$ cat src/rtl/generador_obstaculos_if.sv
// Game-side bundle for the obstacle generator: game state and collision results in,
// the three-display obstacle field and the world counter out.
interface generador_obstaculos_if;
  logic [2:0]  presente;
  logic        bono_tomado;
  logic [1:0]  W_or_L;
  logic [20:0] display_obs;
  logic [1:0]  mundo;

  modport master (
    output presente,
    output bono_tomado,
    output W_or_L,
    input  display_obs,
    input  mundo
  );

  modport slave (
    input  presente,
    input  bono_tomado,
    input  W_or_L,
    output display_obs,
    output mundo
  );
endinterface

$ cat src/rtl/generador_obstaculos.sv
// Obstacle/bonus generator: scrolls 7-segment patterns from display 2 toward the
// hero display, inserting LFSR obstacles, blank gaps and periodic bonuses.
module generador_obstaculos #(
  parameter int         OBS_POR_MUNDO = 8,
  parameter int         BONO_CADA     = 5,
  parameter int         GAP           = 1,
  parameter logic [7:0] SEED          = 8'hA5
) (
  input logic                   clk_obstaculos,
  input logic                   rst,
  generador_obstaculos_if.slave bus
);
  localparam logic [2:0] OFF  = 3'd0;
  localparam logic [2:0] WLCM = 3'd1;
  localparam logic [2:0] CH   = 3'd2;
  localparam logic [2:0] GAME = 3'd3;
  localparam logic [2:0] WL   = 3'd4;
  localparam logic [2:0] PA   = 3'd5;

  localparam logic [6:0] BONO   = 7'h7F;
  localparam logic [6:0] VACIO  = 7'h00;

  typedef enum logic [1:0] {S_IDLE, S_RUN, S_HOLD, S_FIN} state_t;

  state_t      state_reg, state_next;
  logic [20:0] display_reg, display_next;
  logic [1:0]  mundo_reg, mundo_next;
  logic [7:0]  pasados_reg, pasados_next;
  logic [7:0]  lfsr_reg, lfsr_next;
  logic [3:0]  ins_reg, ins_next;
  logic [2:0]  hueco_reg, hueco_next;
  logic [6:0]  nuevo;
  logic [6:0]  saliente;

  function automatic logic [6:0] patron(input logic [2:0] idx);
    case (idx)
      3'd0:    return 7'h40;
      3'd1:    return 7'h01;
      3'd2:    return 7'h08;
      3'd3:    return 7'h41;
      3'd4:    return 7'h09;
      3'd5:    return 7'h48;
      3'd6:    return 7'h02;
      default: return 7'h10;
    endcase
  endfunction

  always_ff @(posedge clk_obstaculos or posedge rst) begin
    if (rst) begin
      state_reg   <= S_IDLE;
      display_reg <= '0;
      mundo_reg   <= '0;
      pasados_reg <= '0;
      lfsr_reg    <= SEED;
      ins_reg     <= '0;
      hueco_reg   <= '0;
    end else begin
      state_reg   <= state_next;
      display_reg <= display_next;
      mundo_reg   <= mundo_next;
      pasados_reg <= pasados_next;
      lfsr_reg    <= lfsr_next;
      ins_reg     <= ins_next;
      hueco_reg   <= hueco_next;
    end
  end

  always_comb begin
    state_next   = state_reg;
    display_next = display_reg;
    mundo_next   = mundo_reg;
    pasados_next = pasados_reg;
    lfsr_next    = lfsr_reg;
    ins_next     = ins_reg;
    hueco_next   = hueco_reg;
    nuevo        = VACIO;
    saliente     = display_reg[6:0];

    // A finished game stays finished until the game leaves the playing states.
    case (bus.presente)
      OFF, WLCM, CH: state_next = S_IDLE;
      GAME: begin
        if (state_reg == S_FIN || mundo_reg == 2'd3) state_next = S_FIN;
        else if (bus.W_or_L != 2'b00)                 state_next = S_HOLD;
        else                                          state_next = S_RUN;
      end
      WL, PA: begin
        if (state_reg == S_FIN || mundo_reg == 2'd3) state_next = S_FIN;
        else                                          state_next = S_HOLD;
      end
      default: state_next = S_IDLE;
    endcase

    case (state_next)
      S_IDLE: begin
        display_next = '0;
        mundo_next   = '0;
        pasados_next = '0;
        lfsr_next    = SEED;
        ins_next     = '0;
        hueco_next   = '0;
      end
      S_RUN: begin
        // The edge that enters S_RUN only arms scrolling; shifting starts next edge.
        if (state_reg == S_RUN) begin
          if (hueco_reg != 3'd0) begin
            hueco_next = hueco_reg - 3'd1;
          end else if (ins_reg == 4'(BONO_CADA - 1)) begin
            nuevo      = BONO;
            ins_next   = '0;
            hueco_next = 3'(GAP);
          end else begin
            nuevo      = patron(lfsr_reg[2:0]);
            ins_next   = ins_reg + 4'd1;
            hueco_next = 3'(GAP);
            lfsr_next  = {lfsr_reg[6:0],
                          lfsr_reg[7] ^ lfsr_reg[5] ^ lfsr_reg[4] ^ lfsr_reg[3]};
          end
          display_next = {nuevo, display_reg[20:7]};
          if (saliente != VACIO && saliente != BONO) begin
            if (pasados_reg == 8'(OBS_POR_MUNDO - 1)) begin
              pasados_next = '0;
              if (mundo_reg != 2'd3) mundo_next = mundo_reg + 2'd1;
            end else begin
              pasados_next = pasados_reg + 8'd1;
            end
          end
        end
      end
      S_HOLD: begin
        if (bus.bono_tomado && display_reg[6:0] == BONO) display_next[6:0] = VACIO;
      end
      default: ;
    endcase
  end

  assign bus.display_obs = display_reg;
  assign bus.mundo       = mundo_reg;
endmodule

$ cat src/flat_wrapper.sv
// flat-port wrapper written by rule: the top's interface ports become plain ports
module generador_obstaculos_flat 
#(
  parameter int         OBS_POR_MUNDO = 8,
  parameter int         BONO_CADA     = 5,
  parameter int         GAP           = 1,
  parameter logic [7:0] SEED          = 8'hA5
)
  (clk_obstaculos, rst, bus_presente, bus_bono_tomado, bus_W_or_L, bus_display_obs, bus_mundo);
  generador_obstaculos_if bus_i ();
  input logic clk_obstaculos;
  input logic rst;
  input wire logic [$bits(bus_i.presente)-1:0] bus_presente;
  input wire logic [$bits(bus_i.bono_tomado)-1:0] bus_bono_tomado;
  input wire logic [$bits(bus_i.W_or_L)-1:0] bus_W_or_L;
  output wire logic [$bits(bus_i.display_obs)-1:0] bus_display_obs;
  output wire logic [$bits(bus_i.mundo)-1:0] bus_mundo;
  assign bus_i.presente = bus_presente;
  assign bus_i.bono_tomado = bus_bono_tomado;
  assign bus_i.W_or_L = bus_W_or_L;
  assign bus_display_obs = bus_i.display_obs;
  assign bus_mundo = bus_i.mundo;
  generador_obstaculos #(.OBS_POR_MUNDO(OBS_POR_MUNDO), .BONO_CADA(BONO_CADA), .GAP(GAP), .SEED(SEED)) u_core (.clk_obstaculos(clk_obstaculos), .rst(rst), .bus(bus_i));
endmodule
$ cat config.mk
export PLATFORM = sky130hd
export DESIGN_NAME = generador_obstaculos_flat
export DESIGN_NICKNAME = d
export VERILOG_FILES = /design/src/rtl/generador_obstaculos_if.sv /design/src/rtl/generador_obstaculos.sv /design/src/flat_wrapper.sv
export SDC_FILE = /design/constraint.sdc
export NUM_CORES = 1
export LEC_CHECK = 0
export ABC_AREA = 1
export ABC_CLOCK_PERIOD_IN_PS = 2350
export CORE_ASPECT_RATIO = 0.75
export CORE_MARGIN = 1
export CORE_UTILIZATION = 43
export DETAILED_ROUTE_END_ITERATION = 10
export RECOVER_POWER = 50
export SYNTH_ARGS = -nofsm -noshare
export SYNTH_HDL_FRONTEND = slang
export SYNTH_SLANG_ARGS = --single-unit
$ cat constraint.sdc
create_clock -name clk_obstaculos -period 2.35 [get_ports clk_obstaculos]
set_clock_uncertainty 0.15 [all_clocks]
set_input_delay 0.47 -clock clk_obstaculos [delete_from_list [all_inputs] [get_ports clk_obstaculos]]
set_output_delay 0.47 -clock clk_obstaculos [all_outputs]
set_load 0.02 [all_outputs]
# After elaboration in Yosys (flattened, before gate mapping)
# Cells that the tools add are included.
# op_classes
n_eq_ne	26
addsub	4
reduce_logical	17
muxes	31
bitwise	3
# op_table
cell	n
one-hot mux 7 bit (7 select lines)	1
two-way mux 8 bit	6
one-hot mux 8 bit (2 select lines)	2
one-hot mux 14 bit (2 select lines)	1
two-way mux 21 bit	1
two-way mux 7 bit	3
one-hot mux 7 bit (3 select lines)	1
equality test 3 bit, second input constant	5
two-way mux 2 bit	6
two-way mux 4 bit	3
!= test 2 x 1 -> 1 bit, second input constant	5
equality test 3 x 2 -> 1 bit, second input constant	3
AND reduction 3 bit	3
adder 8 x 1 -> 8 bit, second input constant	1
equality test 8 x 3 -> 1 bit, second input constant	1
one-hot mux 2 bit (2 select lines)	2
one-hot mux 4 bit (2 select lines)	1
equality test 7 bit, second input constant	1
!= test 7 bit, second input constant	1
nonzero test 7 bit	1
equality test 2 bit, second input constant	3
two-way mux 3 bit	2
!= test 2 bit, second input constant	3
one-hot mux 3 bit (2 select lines)	1
18 further kinds	24
# word_totals
elab_cells	89
register_bits	48
input_bits	8
output_inout_bits	23

# Depth between registers and ports, before layout
# Gate-level depths: netlist of run 1.
# logic_depth
word_depth	7
depth_mapped	11
depth_no_buf	11

# Least setup slack after synthesis of run 1
# OpenSTA, ideal clock, no wires.
# synth_path
kind	register to register
start	register u_core.mundo_reg[0], in the netlist u_core.bus.mundo[0]
end	register u_core.lfsr_reg[7]
setup_slack_ns	0.571
path_stages_with_launch	10
n_path_buf	1
setup_ns	0.076
t_required_ns	2.124
synth_period_minus_slack_ns	1.779
arrival_time_ns	1.553
cell_sequence	dfrtp_1 > ha_1 > inv_1 > nand2_1 > inv_1 > nand4_1 > buf_2 > or2_0 > nand3_1 > nand2_1
# synth_between
elab_chain_cells	7
elab_cells_between_ends	13
cone_classes	5 x eq/ne; 4 x mux; 4 x reduce/logical
# synth_rtl
item	line_no	text
start: declaration	generador_obstaculos.sv:27	logic [1:0] mundo_reg, mundo_next;
start signal: assignment	generador_obstaculos.sv:60	mundo_reg <= mundo_next;
equality test 2 bit *	generador_obstaculos.sv:83, generador_obstaculos.sv:88	
logical OR 1 bit *	generador_obstaculos.sv:83, generador_obstaculos.sv:88	
two-way mux 1 bit / two-way mux 2 bit (equally long branches)	generador_obstaculos.sv:88, generador_obstaculos.sv:83	
one-hot mux 2 bit (2 select lines) *	generador_obstaculos.sv:80	case (bus.presente)
equality test 2 x 1 -> 1 bit / logical NOT 2 bit (equally long branches)	generador_obstaculos.sv:94	case (state_next)
!= test 2 bit (no line) (tied with other cells)	n/a	
AND reduction 4 bit (no line)	n/a	
end signal: assignment	generador_obstaculos.sv:62	lfsr_reg <= lfsr_next;
end: declaration	generador_obstaculos.sv:29	logic [7:0] lfsr_reg, lfsr_next;
# Mark *: on every way between the ends. The rest lies on a longest branch, timed or not.
# A chain may end at the register's enable or synchronous reset.

# Final worst setup path of run 1
# layout_path
start	register u_core.mundo_reg[0], in the netlist u_core.bus.mundo[0]
end	register u_core.lfsr_reg[1]
# Same word-level chain as after synthesis.

==> results of run 1 <==
[worst paths after layout]
| check | start | to | slack (ns) | cells past startpoint |
|---|---|---|---|---|
| max in group asynchronous | rst | u_core.lfsr_reg[1] | 0.67 | 3 |
| max reg2reg | u_core.bus.mundo[0] | u_core.lfsr_reg[1] | 0.26 | 10 |
| max | u_core.bus.mundo[0] | u_core.lfsr_reg[1] | 0.26 | 10 |
| min in group asynchronous | rst | u_core.pasados_reg[4] | 0.48 | 2 |
| min | u_core.lfsr_reg[7] | u_core.lfsr_reg[7] | 0.33 | 2 |
| min reg2reg | u_core.lfsr_reg[7] | u_core.lfsr_reg[7] | 0.33 | 2 |
[final cells by class]
| class | count | share of cell area (%) |
|---|---|---|
| inverters | 36 | 4.730 |
| clock buffers | 6 | 2.428 |
| clock inverters | 2 | 1.298 |
| multi-input cells | 233 | 38.47 |
| repair buffers | 39 | 12.10 |
| well taps | 75 | 3.139 |
| flip-flops and latches | 45 | 37.84 |
[worst max-delay path, cell delays in order (launching register included)]
cell	delay, ns
dfrtp_1	0.41
ha_1	0.16
inv_1	0.04
nand2_1	0.15
inv_1	0.08
nand4_1	0.19
clkinv_2	0.26
o21ai_4	0.20
nand2_2	0.18
nand2_1	0.10
nand2_1	0.05
[kinds of logic (layout without fill, tap and decap cells)]
kind of cell | count (synthesis) | count (layout)
fa+ha+maj | 6 | 6
simple gates | 193 | 193
xor+xnor | 8 | 8
buf+inv | 47 | 83
compound gates | 26 | 26
flops | 45 | 45
[report_power, final]
group	switching, mW	internal [mW]	leakage [nW]
logic	0.0974	0.0472	0.866
registers	0.0118	0.791	0.613
clock network	0.266	0.319	0.0554
[layer usage]
metal  GRT usage [%]  vias up
met5               0        -
met4           4.839        0
met3           4.889        3
met2           29.58       31
met1           26.68      962
li1                -     1103
[metrics by stage]
step | hold slack [ns] | instances
after global placement | 0.3218 | 428
after CTS | 0.2910 | 436
after detailed placement | 0.3191 | 428
final | 0.3308 | 436
after floorplan | 0.2921 | 325
after global routing | 0.3410 | 436
[placed cells by master (no fill, tap or decap), types with 2 or more instances in the layout]
cell / n
buf_4: 7
clkbuf_1: 2
clkbuf_8: 5
clkdlybuf4s50_1: 26
dfrtp_1: 41
dfstp_2: 4
dlygate4sd3_1: 4
ha_1: 6
inv_1: 33
nand2_1: 102
nand2_2: 4
nand3_1: 43
nand3b_1: 4
nand4_1: 7
nor2_1: 27
o21ai_0: 11
o21ai_1: 9
o21ai_4: 2
o22ai_1: 2
or2_2: 2
xnor2_1: 4
xor2_1: 4
==> metrics.txt, run 1 <==
outcome=completed; Final min period=2.088 ns; leakage power=1.535 nW; final-report hold violation count=0; Die H=68 um; DR WL met3=152 um; Crit path required time=2.39 ns; uppermost layer routed=met4; top post-synthesis cells by count=nand2_1, nand3_1, dfrtp_1, inv_1, nor2_1; Post-synth EDFFs=0; CTS tree=built; mux cell area share after synthesis=0%; clock slew at reported path FFs=0.09 ns; H-tree depth=2; area of the multi-input gates=1150 um^2; slack of the critical path=0.2616 ns; main combinational cell family by area after synthesis=simple AND/OR/NAND/NOR gates; Syn. warnings=0; initial antenna violation count=0; area leader, netlist=dfrtp_1; clock sinks=45; met2 wire len=2.183 mm; Place WS=-0.04767 ns; Post-Syn Instances=325; Final Cell Area=2989 um^2; diodes inserted=0; DP HPWL=3.866 mm; Die Area=6120 um^2; Hold Path Class=flip-flop to flip-flop; IO Port Bufs=30; via count=2099; Inserted Clock Buffers=5; share of cells above drive strength 1=8.864%; IO Count=31; DR pass1 iterations=4; Tot Pwr=1.533 mW; first-pass GRT wire length=9.101 mm; Synth top area share=41.08%; crit path max fanout=13; register area=1131 um^2; post-CTS sizing=0; final setup TNS=0 ns; RSZ-0062 raised after global routing=false; sequential share of the synthesized area=45.29%; max reg flops=18; Slew Limit Headroom=60.22%; Fmax=478.8 MHz; Yosys cell types=30; final core utilization=54.67%; top-count cell post-synth=nand2_1; Final #Nets=374; CTS Hold Buffers Added=0; Synth Area in Adders=3.006%; Synth Flop Type=dfrtp_1; gp weighted congestion=0.7864; Post-Syn Area=2497 um^2; Synth Area in Simple Gates=33.82%; critical path data arrival time=2.12 ns; Tcrit/Tclk final=88.87%; fraction of registers with async set/reset=100.0%; synth-to-layout area growth=19.69%; pwr dens=512.8 nW/um^2; fin. max-slew vios=0; Via density=4.814; DR DRC count=0; Core Box Area=5468 um^2; DIE WIDTH=90 um; wire per inst=11.75 um; gr usage total=19.02%; largest cells by area after synthesis=dfrtp_1, nand2_1, nand3_1; largest net degree at the start of global routing=23; Compound-Gate Fraction of Synth Area=6.413%; VDD IR-drop max=231.1 uV; Post-CTS Setup Inserts=0; CP Capture Type=flip-flop; final WL=5.121 mm; antenna-violating nets left=0; fillcell total=526; grt total ovfl=0; Clk Latency, worst-skew pair=0.30 ns; DRC violation total after the first TritonRoute iteration=107; Finish-stage setup viols=0; Starting Density=45.68%; Tightest Pin Transition=0.5968 ns; Synth Register Bits=45; Post-Synth XOR/XNOR Area=2.806%; root buf cell=clkbuf_8; Post-DP Area=2897 um^2; syn nets=339; crit path kind=flip-flop to flip-flop; Avg Inst Size Synth=7.684 um^2; Clock Path Buffers=2; Site Rows=23; vias in the first global route=1949; met1 wire length=2.765 mm; Startpoint Class=flip-flop; MaxCap Viol Count=0
(Power assumes the default switching activity.)
==> run 2: changes to the inputs <==
Settings changed: CELL_PAD_IN_SITES_DETAIL_PLACEMENT set to 0, CELL_PAD_IN_SITES_GLOBAL_PLACEMENT set to 2, CORE_UTILIZATION 43 to 32, PLACE_DENSITY_LB_ADDON set to 0.1.
==> run 2 against run 1 <==
Effect of this change: cell count increased by 6.0%; critical path type is now primary input to flip-flop; wire length rose by 9.9%; highest routed layer unchanged; fmax rose by 1.4%; non-clock buffer count stayed put; sequential power is essentially flat.
==> metrics.txt, run 2 (synthesis results as in run 1) <==
final core utilization=40.39% (was 54.67%); CP Capture Type=flip-flop (unchanged); DP HPWL=4.148 mm (was 3.866 mm); H-tree depth=2 (unchanged); antenna-violating nets left=0 (unchanged); Site Rows=27 (was 23); share of cells above drive strength 1=9.141% (was 8.864%); Post-DP Area=2929 um^2 (was 2897 um^2); Worst path slowest cell=clkdlybuf4s50_1 (was dfrtp_1); IO Port Bufs=30 (unchanged); MaxCap Viol Count=0 (unchanged); post-CTS sizing=0 (unchanged); crit path kind=primary input to flip-flop (was flip-flop to flip-flop); Die H=78.51 um (was 68 um); diodes inserted=0 (unchanged); DRC violation total after the first TritonRoute iteration=73 (was 107); final WL=5.628 mm (was 5.121 mm); grt total ovfl=0 (unchanged); Inserted Clock Buffers=5 (unchanged); wire per inst=12.18 um (was 11.75 um); first-pass GRT wire length=9.867 mm (was 9.101 mm); IO Count=31 (unchanged); VDD IR-drop max=228.3 uV (was 231.1 uV); Tightest Pin Transition=0.7954 ns (was 0.5968 ns); Starting Density=33.60% (was 45.68%); final-report hold violation count=0 (unchanged); Final Cell Area=3002 um^2 (was 2989 um^2); most common cell after layout, fill and taps aside=nand2_1 (unchanged); fillcell total=786 (was 526); max reg flops=18 (unchanged); DR pass1 iterations=4 (unchanged); DR DRC count=0 (unchanged); clock sinks=45 (unchanged); fin. max-slew vios=0 (unchanged); Hold Path Class=flip-flop to flip-flop (unchanged); Tcrit/Tclk final=87.64% (was 88.87%); Core Box Area=7432 um^2 (was 5468 um^2); initial antenna violation count=0 (unchanged); final setup TNS=0 ns (unchanged); gp weighted congestion=0.7743 (was 0.7864); Tot Pwr=1.436 mW (was 1.533 mW); Die Area=8165 um^2 (was 6120 um^2); pwr dens=478.5 nW/um^2 (was 512.8 nW/um^2); Crit path required time=2.42 ns (was 2.39 ns); family with the most delay on the worst path=buffers and inverters (was simple AND/OR/NAND/NOR gates); CP bufs+invs=2 (was 3); CTS tree=built (unchanged); DIE WIDTH=104.0 um (was 90 um); most frequent CP cell=nand2_1 (unchanged); critical-path cell list=clkdlybuf4s50_1 > nand2_1 > nor2_1 > nand4_1 > clkinv_2 > nand2_1 > nand2_2 > nand2_1 > o21ai_1 (was ha_1 > inv_1 > nand2_1 > inv_1 > nand4_1 > clkinv_2 > o21ai_4 > nand2_2 > nand2_1 > nand2_1); vias in the first global route=1942 (was 1949); RSZ-0062 raised after global routing=false (unchanged); Final min period=2.060 ns (was 2.088 ns); largest net degree at the start of global routing=31 (was 23); CTS Hold Buffers Added=0 (unchanged); Clk Latency, worst-skew pair=0.29 ns (was 0.30 ns); outcome=completed (unchanged); via count=2102 (was 2099); gr usage total=15.13% (was 19.02%); clock slew at reported path FFs=0.09 ns (about the same); crit path max fanout=15 (was 13); Final #Nets=374 (unchanged); Via density=4.550 (was 4.814); Max stage delay on crit path=0.54 ns (was 0.41 ns); Slew Limit Headroom=46.98% (was 60.22%); root buf cell=clkbuf_8 (unchanged); Finish-stage setup viols=0 (unchanged); leakage power=1.529 nW (was 1.535 nW); Startpoint Class=primary input (was flip-flop); most frequent cells in the layout=nand2_1, nand3_1, dfrtp_1 (unchanged); Post-CTS Setup Inserts=0 (unchanged); Fmax=485.6 MHz (was 478.8 MHz); critical path data arrival time=2.13 ns (was 2.12 ns); synth-to-layout area growth=20.19% (was 19.69%); Clock Path Buffers=2 (unchanged)
## run 2: worst min-delay path, cell delays in order, from the launching register on
cell	delay (ns)
dfrtp_1	0.34
nand2_1	0.06
nand2_1	0.06
## run 2: final timing paths
kind	from	endpoint	slack (ns)	depth (start not counted)
worst max-delay path	bus_presente[1]	u_core.pasados_reg[7]	0.29	9
worst min-delay path	u_core.lfsr_reg[6]	u_core.lfsr_reg[6]	0.34	2
worst max register to register	u_core.bus.mundo[0]	u_core.lfsr_reg[6]	0.29	10
worst min register to register	u_core.lfsr_reg[6]	u_core.lfsr_reg[6]	0.34	2
max in group asynchronous	rst	u_core.pasados_reg[0]	0.32	3
min in group asynchronous	rst	u_core.lfsr_reg[3]	0.53	2
## run 2: power by group
group	leakage, nW	switching, mW	total [mW]	internal (mW)
registers	0.613	0.0119	0.803	0.791
logic	0.879	0.0993	0.146	0.0470
clock network	0.0364	0.278	0.487	0.209
total	1.53	0.389	1.44	1.05
## run 2: per-layer routing
layer  global-route usage (%)  routed length, um
met1                    22.83               3132
met4                    2.571                 24
met2                    22.53               2319
met5                        0                  0
met3                    2.824                152
## run 2: metrics by stage
stage | hold slack [ns] | setup WS [ns] | cells
final | 0.3353 | 0.2905 | 462
after CTS | 0.3283 | 0.2387 | 462
after global routing | 0.3557 | 0.02472 | 462
after floorplan | 0.2921 | 0.5714 | 325
after detailed placement | 0.3168 | -0.04106 | 454
after global placement | 0.3130 | 0.03340 | 454
## run 2: area by class of cell
class / instances / area [um^2] / share of cell area, %
clock buffer: 5 / 68.82 / 2.293
multi-input combinational: 233 / 1150 / 38.31
sequential: 45 / 1131 / 37.68
tap: 101 / 126.4 / 4.210
timing repair buffer: 39 / 361.6 / 12.05
clock inverter: 3 / 22.52 / 0.7503
inverter: 36 / 141.4 / 4.710
